`src/rtl/game_pkg.sv`:
```
// Shared game types and screen geometry for environment, rules stage and renderer.
// Latency: none (types, constants and a pure function only).
// Backpressure: not applicable.
package game_pkg;

    localparam int SCREEN_W = 640;
    localparam int SCREEN_H = 480;
    localparam int NUM_BARS = 8;

    // Pixel coordinate on the 640x480 screen
    typedef logic [9:0] coord_t;

    // Game-rules state machine
    typedef enum logic [2:0] {
        ST_IDLE = 3'd0,
        ST_PLAY = 3'd1,
        ST_SCAN = 3'd2,
        ST_DEAD = 3'd3,
        ST_WIN  = 3'd4
    } state_t;

    // Score accumulation that sticks at 255 instead of wrapping
    function automatic logic [7:0] sat_add8(input logic [7:0] a, input logic [3:0] b);
        logic [8:0] sum;
        sum = {1'b0, a} + {5'b0, b};
        return sum[8] ? 8'hFF : sum[7:0];
    endfunction

endpackage

```
`src/rtl/collision_score_bar_hit_check.sv`:
```
// Bird-vs-bar test for one bar column: collision with the solid part, and fully-passed flag.
// Latency: combinational.
// Backpressure: none; evaluated every cycle on whatever bar the caller selects.
module bar_hit_check
    import game_pkg::*;
#(
    parameter int BIRD_SIZE = 16,
    parameter int BAR_X0    = 80,
    parameter int BAR_PITCH = 70,
    parameter int BAR_W     = 20
) (
    input  coord_t     bird_x,
    input  coord_t     bird_y,
    input  logic [2:0] col,
    input  coord_t     pos,
    input  coord_t     op,
    output logic       hit,
    output logic       clear_right
);

    // All sums carried at 11 bits so right/bottom edges near 640/480 never wrap
    logic [10:0] xl;
    logic [10:0] xr;
    logic [10:0] bx;
    logic [10:0] by;
    logic [10:0] open_top;
    logic [10:0] open_bot;
    logic        overlap;

    // Column geometry and box comparisons for the selected bar
    always_comb begin
        xl          = 11'(BAR_X0) + 11'(col) * 11'(BAR_PITCH);
        xr          = xl + 11'(BAR_W) - 11'd1;
        bx          = {1'b0, bird_x};
        by          = {1'b0, bird_y};
        open_top    = {1'b0, pos};
        open_bot    = {1'b0, pos} + {1'b0, op};
        overlap     = (bx <= xr) && (bx + 11'(BIRD_SIZE) - 11'd1 >= xl);
        hit         = overlap && ((by < open_top) || (by + 11'(BIRD_SIZE) > open_bot));
        clear_right = (bx > xr);
    end

endmodule

```
`src/rtl/collision_score.sv`:
```
// Game rules: per-frame snapshot, one-bar-per-cycle collision/pass scan, play/dead/win FSM.
// Latency: frame_tick at edge T -> bars checked T+1..T+8 -> state/score/flags register at T+9.
// Backpressure: drives pause to freeze the environment outside PLAY/SCAN; extra ticks while busy are dropped.
module collision_score
    import game_pkg::*;
#(
    parameter int                    BIRD_SIZE   = 16,
    parameter int                    BAR_X0      = 80,
    parameter int                    BAR_PITCH   = 70,
    parameter int                    BAR_W       = 20,
    parameter logic [NUM_BARS-1:0]   ACTIVE_MASK = 8'b0111_1110
) (
    input  logic       clk,
    input  logic       rst_n,
    input  logic       frame_tick,
    input  logic       start,
    input  logic [9:0] bird_x,
    input  logic [9:0] bird_y,
    input  logic [9:0] bar_pos1,
    input  logic [9:0] bar_pos2,
    input  logic [9:0] bar_pos3,
    input  logic [9:0] bar_pos4,
    input  logic [9:0] bar_pos5,
    input  logic [9:0] bar_pos6,
    input  logic [9:0] bar_pos7,
    input  logic [9:0] bar_pos8,
    input  logic [9:0] bar_op1,
    input  logic [9:0] bar_op2,
    input  logic [9:0] bar_op3,
    input  logic [9:0] bar_op4,
    input  logic [9:0] bar_op5,
    input  logic [9:0] bar_op6,
    input  logic [9:0] bar_op7,
    input  logic [9:0] bar_op8,
    output logic [7:0] score,
    output logic [9:0] level,
    output logic       pause,
    output logic       game_over,
    output logic       level_done
);

    state_t                state;
    state_t                state_nxt;

    coord_t                bar_pos_in [NUM_BARS];
    coord_t                bar_op_in  [NUM_BARS];

    coord_t                snap_x;
    coord_t                snap_y;
    coord_t                snap_pos   [NUM_BARS];
    coord_t                snap_op    [NUM_BARS];

    // scan_idx 0..7 selects the bar being checked; 8 is the resolve cycle
    logic [3:0]            scan_idx;
    logic [2:0]            bar_sel;
    logic                  scan_last;
    logic                  hit_acc;
    logic [3:0]            pend_cnt;
    logic [NUM_BARS-1:0]   passed;

    logic                  bar_hit;
    logic                  bar_clear;
    logic                  bar_live;
    logic                  edge_hit;
    logic                  win_pos;

    assign bar_pos_in = '{bar_pos1, bar_pos2, bar_pos3, bar_pos4,
                          bar_pos5, bar_pos6, bar_pos7, bar_pos8};
    assign bar_op_in  = '{bar_op1, bar_op2, bar_op3, bar_op4,
                          bar_op5, bar_op6, bar_op7, bar_op8};

    assign bar_sel   = scan_idx[2:0];
    assign scan_last = (scan_idx == 4'd8);
    assign bar_live  = ACTIVE_MASK[bar_sel];
    // Floor test rides along with bar 0 so it costs no extra cycle
    assign edge_hit  = (scan_idx == 4'd0) &&
                       ({1'b0, snap_y} + 11'(BIRD_SIZE) > 11'(SCREEN_H));
    assign win_pos   = ({1'b0, snap_x} >= 11'(SCREEN_W - BIRD_SIZE));

    bar_hit_check #(
        .BIRD_SIZE (BIRD_SIZE),
        .BAR_X0    (BAR_X0),
        .BAR_PITCH (BAR_PITCH),
        .BAR_W     (BAR_W)
    ) u_bar_hit_check (
        .bird_x      (snap_x),
        .bird_y      (snap_y),
        .col         (bar_sel),
        .pos         (snap_pos[bar_sel]),
        .op          (snap_op[bar_sel]),
        .hit         (bar_hit),
        .clear_right (bar_clear)
    );

    // State register
    always_ff @(posedge clk or negedge rst_n) begin
        if (!rst_n) begin
            state <= ST_IDLE;
        end else begin
            state <= state_nxt;
        end
    end

    // Next-state: start leaves the paused states, tick starts a scan, resolve picks the outcome
    always_comb begin
        state_nxt = state;
        case (state)
            ST_IDLE, ST_DEAD, ST_WIN: begin
                if (start) state_nxt = ST_PLAY;
            end
            ST_PLAY: begin
                if (frame_tick) state_nxt = ST_SCAN;
            end
            ST_SCAN: begin
                if (scan_last) begin
                    if (hit_acc)      state_nxt = ST_DEAD;
                    else if (win_pos) state_nxt = ST_WIN;
                    else              state_nxt = ST_PLAY;
                end
            end
            default: state_nxt = ST_IDLE;
        endcase
    end

    // Outputs decoded from state; environment runs only while playing or scanning
    always_comb begin
        pause     = 1'b1;
        game_over = 1'b0;
        case (state)
            ST_PLAY, ST_SCAN: pause     = 1'b0;
            ST_DEAD:          game_over = 1'b1;
            default:          pause     = 1'b1;
        endcase
    end

    // Snapshot, scan accumulators, score and level bookkeeping
    always_ff @(posedge clk or negedge rst_n) begin
        if (!rst_n) begin
            snap_x     <= '0;
            snap_y     <= '0;
            for (int i = 0; i < NUM_BARS; i++) begin
                snap_pos[i] <= '0;
                snap_op[i]  <= '0;
            end
            scan_idx   <= '0;
            hit_acc    <= 1'b0;
            pend_cnt   <= '0;
            passed     <= '0;
            score      <= '0;
            level      <= 10'd1;
            level_done <= 1'b0;
        end else begin
            level_done <= 1'b0;
            case (state)
                ST_IDLE, ST_DEAD, ST_WIN: begin
                    if (start) begin
                        passed <= '0;
                        if (state != ST_WIN)  score <= '0;
                        if (state == ST_DEAD) level <= 10'd1;
                    end
                end
                ST_PLAY: begin
                    if (frame_tick) begin
                        snap_x   <= bird_x;
                        snap_y   <= bird_y;
                        snap_pos <= bar_pos_in;
                        snap_op  <= bar_op_in;
                        scan_idx <= '0;
                        hit_acc  <= 1'b0;
                        pend_cnt <= '0;
                    end
                end
                ST_SCAN: begin
                    if (!scan_last) begin
                        scan_idx <= scan_idx + 4'd1;
                        if (edge_hit || (bar_live && bar_hit)) hit_acc <= 1'b1;
                        if (bar_live && bar_clear && !passed[bar_sel]) begin
                            passed[bar_sel] <= 1'b1;
                            pend_cnt        <= pend_cnt + 4'd1;
                        end
                    end else if (!hit_acc) begin
                        score <= sat_add8(score, pend_cnt);
                        if (win_pos) begin
                            level      <= (level == 10'h3FF) ? 10'd1 : level + 10'd1;
                            level_done <= 1'b1;
                        end
                    end
                end
                default: ;
            endcase
        end
    end

endmodule

```
`config.mk`:
```
export PLATFORM = sky130hd
export DESIGN_NAME = collision_score
export DESIGN_NICKNAME = d
export VERILOG_FILES = /design/src/rtl/game_pkg.sv /design/src/rtl/collision_score_bar_hit_check.sv /design/src/rtl/collision_score.sv
export SDC_FILE = /design/constraint.sdc
export NUM_CORES = 1
export LEC_CHECK = 0
export ABC_CLOCK_PERIOD_IN_PS = 14490
export BUFFER_PORTS_ARGS = -buffer_cell sky130_fd_sc_hd__buf_2
export CAP_MARGIN = 20
export CORE_MARGIN = 4
export CORE_UTILIZATION = 55
export CTS_CLUSTER_SIZE = 25
export DETAILED_ROUTE_END_ITERATION = 8
export PLACE_DENSITY = 0.78
export REMOVE_ABC_BUFFERS = 1
export SETUP_SLACK_MARGIN = 0.15
export SYNTH_ARGS = -nofsm -noshare
export SYNTH_HDL_FRONTEND = slang
export SYNTH_HIERARCHICAL = 1
export SYNTH_SLANG_ARGS = --single-unit
```
`constraint.sdc`:
```
create_clock -name clk -period 14.49 [get_ports clk]
set_clock_uncertainty 0.2 [all_clocks]
set_input_delay 2.898 -clock clk [delete_from_list [all_inputs] [get_ports clk]]
set_output_delay 2.898 -clock clk [all_outputs]
set_load 0.005 [all_outputs]
```
==> metrics.txt <==
final setup fails=0; clock tree root driver cell=clkbuf_16; clk_lat worst skew=520 ps; Synth cell types=76; Place WS=8661 ps; YS warnings=6; CTS tree=yes; Core ar.=between 20,000 and 25,000 µm²; number of global-route vias before repair=10.25k; Residual DRC=0; Seq pwr share=0.332; Peak VDD IR=between 0.0001 and 0.00015 V; synthesis-stage register bit count=approximately 220; syn avg cell area=8.740 µm²; f_max=approximately 170 MHz; Worst-Margin Slew=1027 ps; Cell Pwr Density=235.8 nW/µm²; DP Wirelength=21,170 µm; fin. max-slew vios=0; Vias=10.32k; initial antenna violation count=0; Total Routing Usage GR=0.2493; CTS max path bufs=3; port bufs=204; DR pass1 iterations=6; period utilisation layout=0.4083; Leakage=approximately 0.0075 µW; sequential area share after synthesis=0.4502; clock buffer count from CTS=24; Worst Setup Start Kind=register; WL/cell=approximately 16 µm; Detailed Route Iter0 Violations=about 680; Setup TNS=0 ps; Clock H-tree levels=1; first-pass GRT wire length=50,240 µm; largest net degree at the start of global routing=104; gr ovfl total=0; post-route ant nets=0; relative slew slack=0.3155; Net Switching=about 1400 µW; PnR worst setup slack=8574 ps; die area=24,580 µm²; status=finished, final reports clean; Max Cap Viol=0; Nets=1,819; layout cells sized above 1=0.1980; worst min path class=register to register; fin crit period=5916 ps; CTS resizes=0; required time of the critical path=14,650 ps; Clk pwr share=0.198; CTS sink cnt=219; Core Rows=54; ys flop type=dfrtp_1; most frequent cells in the layout=583 x nand2_1, 215 x dfrtp_1, 204 x buf_2; DR vias/cell=~5.5; die span in y=roughly 160 µm; Clock transition at path regs=roughly 60 ps; # IOs=205; synth-to-layout area growth=16.98%; Ant. Diodes=0; fin util=0.6526; Gate power share=0.470; Post-synth EDFFs=0; Die X=156.8 µm; Crit Path Max Fanout=34; final WL=30,640 µm; critical setup path kind=register to register; RSZ-0062 raised after global routing=false; Hold Violations, Final=0; # hold bufs at CTS=0; P_int=about 2000 µW; postcts setup bufs=0; Sw Ratio=0.4085; Synth Instances=1,393; crit end category=register; routability cong.=just over 0.9; most common cell after layout, fill and taps aside=nand2_1; initial core utilization=0.5579; Worst EP arrival=6070 ps; Async SR Flop Fraction=1.000; Cell Area, Synth=12,180 µm²
flip-flops by register name (all words and copies together) (netlist names), 3 cells and up:
| signal | flops |
|---|---|
| scan_idx | 4 |
| level | 10 |
| pend_cnt | 4 |
| passed | 8 |
| snap_x | 10 |
| state | 3 |
| score | 8 |
| snap_op | 80 |
| snap_y | 10 |
| snap_pos | 80 |
worst max-delay path: stages (launching register included):
cell,delay [ps]
dfrtp_2,800
buf_4,500
inv_2,200
nor2_1,660
a221oi_1,220
o21ai_0,360
ha_1,310
a21oi_2,110
nor2b_1,60
o31a_1,250
or4_1,440
nand2_1,130
xor2_1,150
ha_1,270
a21oi_1,170
nand2_1,70
nand3_1,70
a21boi_0,80
o31ai_1,300
a221oi_1,150
a31oi_1,150
a21oi_1,80
Yosys cell counts, types with 3 or more instances:
master      n  area, µm²
a22oi_1    15      112.6
a22o_1      8      70.07
buf_2      16      80.08
dfrtp_1   218       5455
or3_1       3      18.77
a21oi_1    40      200.2
buf_1       9      33.78
nor3b_1     5      37.54
nor2_1     42      157.7
xor2_1     14      122.6
or4_1       3      22.52
mux4_2     15      337.8
xnor2_1    18      157.7
clkbuf_1   42      157.7
a21boi_0    3      22.52
a221oi_1    9      78.83
mux2_2     22      247.7
nand2_1   584       2192
mux2i_1    18      180.2
a21o_1     10      75.07
and2_1      6      37.54
o211ai_1    5      37.54
nor4_1      4      25.02
o31a_1      3      26.28
a31oi_1     9      56.30
a211oi_1    4      30.03
o221ai_1   10      87.58
nand4_1    10      62.56
nor3_1      5      25.02
and3_1     11      68.82
ha_1       70      875.8
nand2b_1    5      31.28
o21a_1      4      30.03
inv_1      36      135.1
o21ai_0    28      140.1
or2_2       4      25.02
o31ai_1     8      60.06
nand3_1    18      90.09
nor2b_1    10      62.56
stage by stage:
step / hold WS, ps / area [µm²] / std cells / total power, µW
6_report: 269.2 / 14240 / 1861 / 3359
5_1_grt: 287.1 / 14240 / 1861 / 3659
4_1_cts: 272.0 / 14210 / 1859 / 3364
3_5_place_dp: 257.5 / 13340 / 1815 / 2670
3_3_place_gp: 253.1 / 13340 / 1815 / 2613
2_1_floorplan: 240.1 / 11890 / 1325 / 2261
power by group through the flow:
stage / clock (µW) / combinational (µW) / sequential, µW
2_1_floorplan: 0 / 1210 / 1050
3_3_place_gp: 0 / 1510 / 1110
3_5_place_dp: 0 / 1550 / 1120
4_1_cts: 677 / 1580 / 1110
5_1_grt: 704 / 1800 / 1150
6_report: 666 / 1580 / 1110
per-layer routing:
layer  GRT usage  up-vias  wire length, µm
met3     0.04563       66             1947
met2      0.4129      312            14850
met4     0.06818        0              837
met5           0        -                0
li1            -     5028                -
met1      0.3400     4911            13010
final timing paths:
kind	to	slack, ps	startpoint	depth (start not counted)
max	hit_acc$_DFFE_PN0P_	8570	scan_idx[0]$_DFFE_PN0P_	21
min	snap_pos[51]$_DFFE_PN0P_	270	snap_pos[51]$_DFFE_PN0P_	2
max reg2reg	hit_acc$_DFFE_PN0P_	8570	scan_idx[0]$_DFFE_PN0P_	21
min reg2reg	snap_pos[51]$_DFFE_PN0P_	270	snap_pos[51]$_DFFE_PN0P_	2
max in group asynchronous	snap_pos[8]$_DFFE_PN0P_	10650	rst_n	2
min in group asynchronous	snap_x[1]$_DFFE_PN0P_	2150	rst_n	1
final cells by class:
cell class	count	area [µm²]
sequential	219	5488
inverter	38	142.6
clock buffer	30	663.1
timing repair buffer	212	1109
fill	1806	7581
tap	280	350.3
clock inverter	14	211.5
multi-input combinational	1068	6279
kinds of logic (layout without fill, tap and decap cells):
kind of cell,after synthesis,in the layout,synth area share
XOR/XNOR,33,33,0.02436
buffers and inverters,106,294,0.03494
adder cells (fa/ha/maj),72,72,0.07522
AND/OR/NAND/NOR,721,721,0.2438
flip-flops,219,219,0.4502
AO/OA/AOI/OAI,185,185,0.1068
multiplexers,57,57,0.06474
No activity file was read; power rests on OpenSTA's default activity.
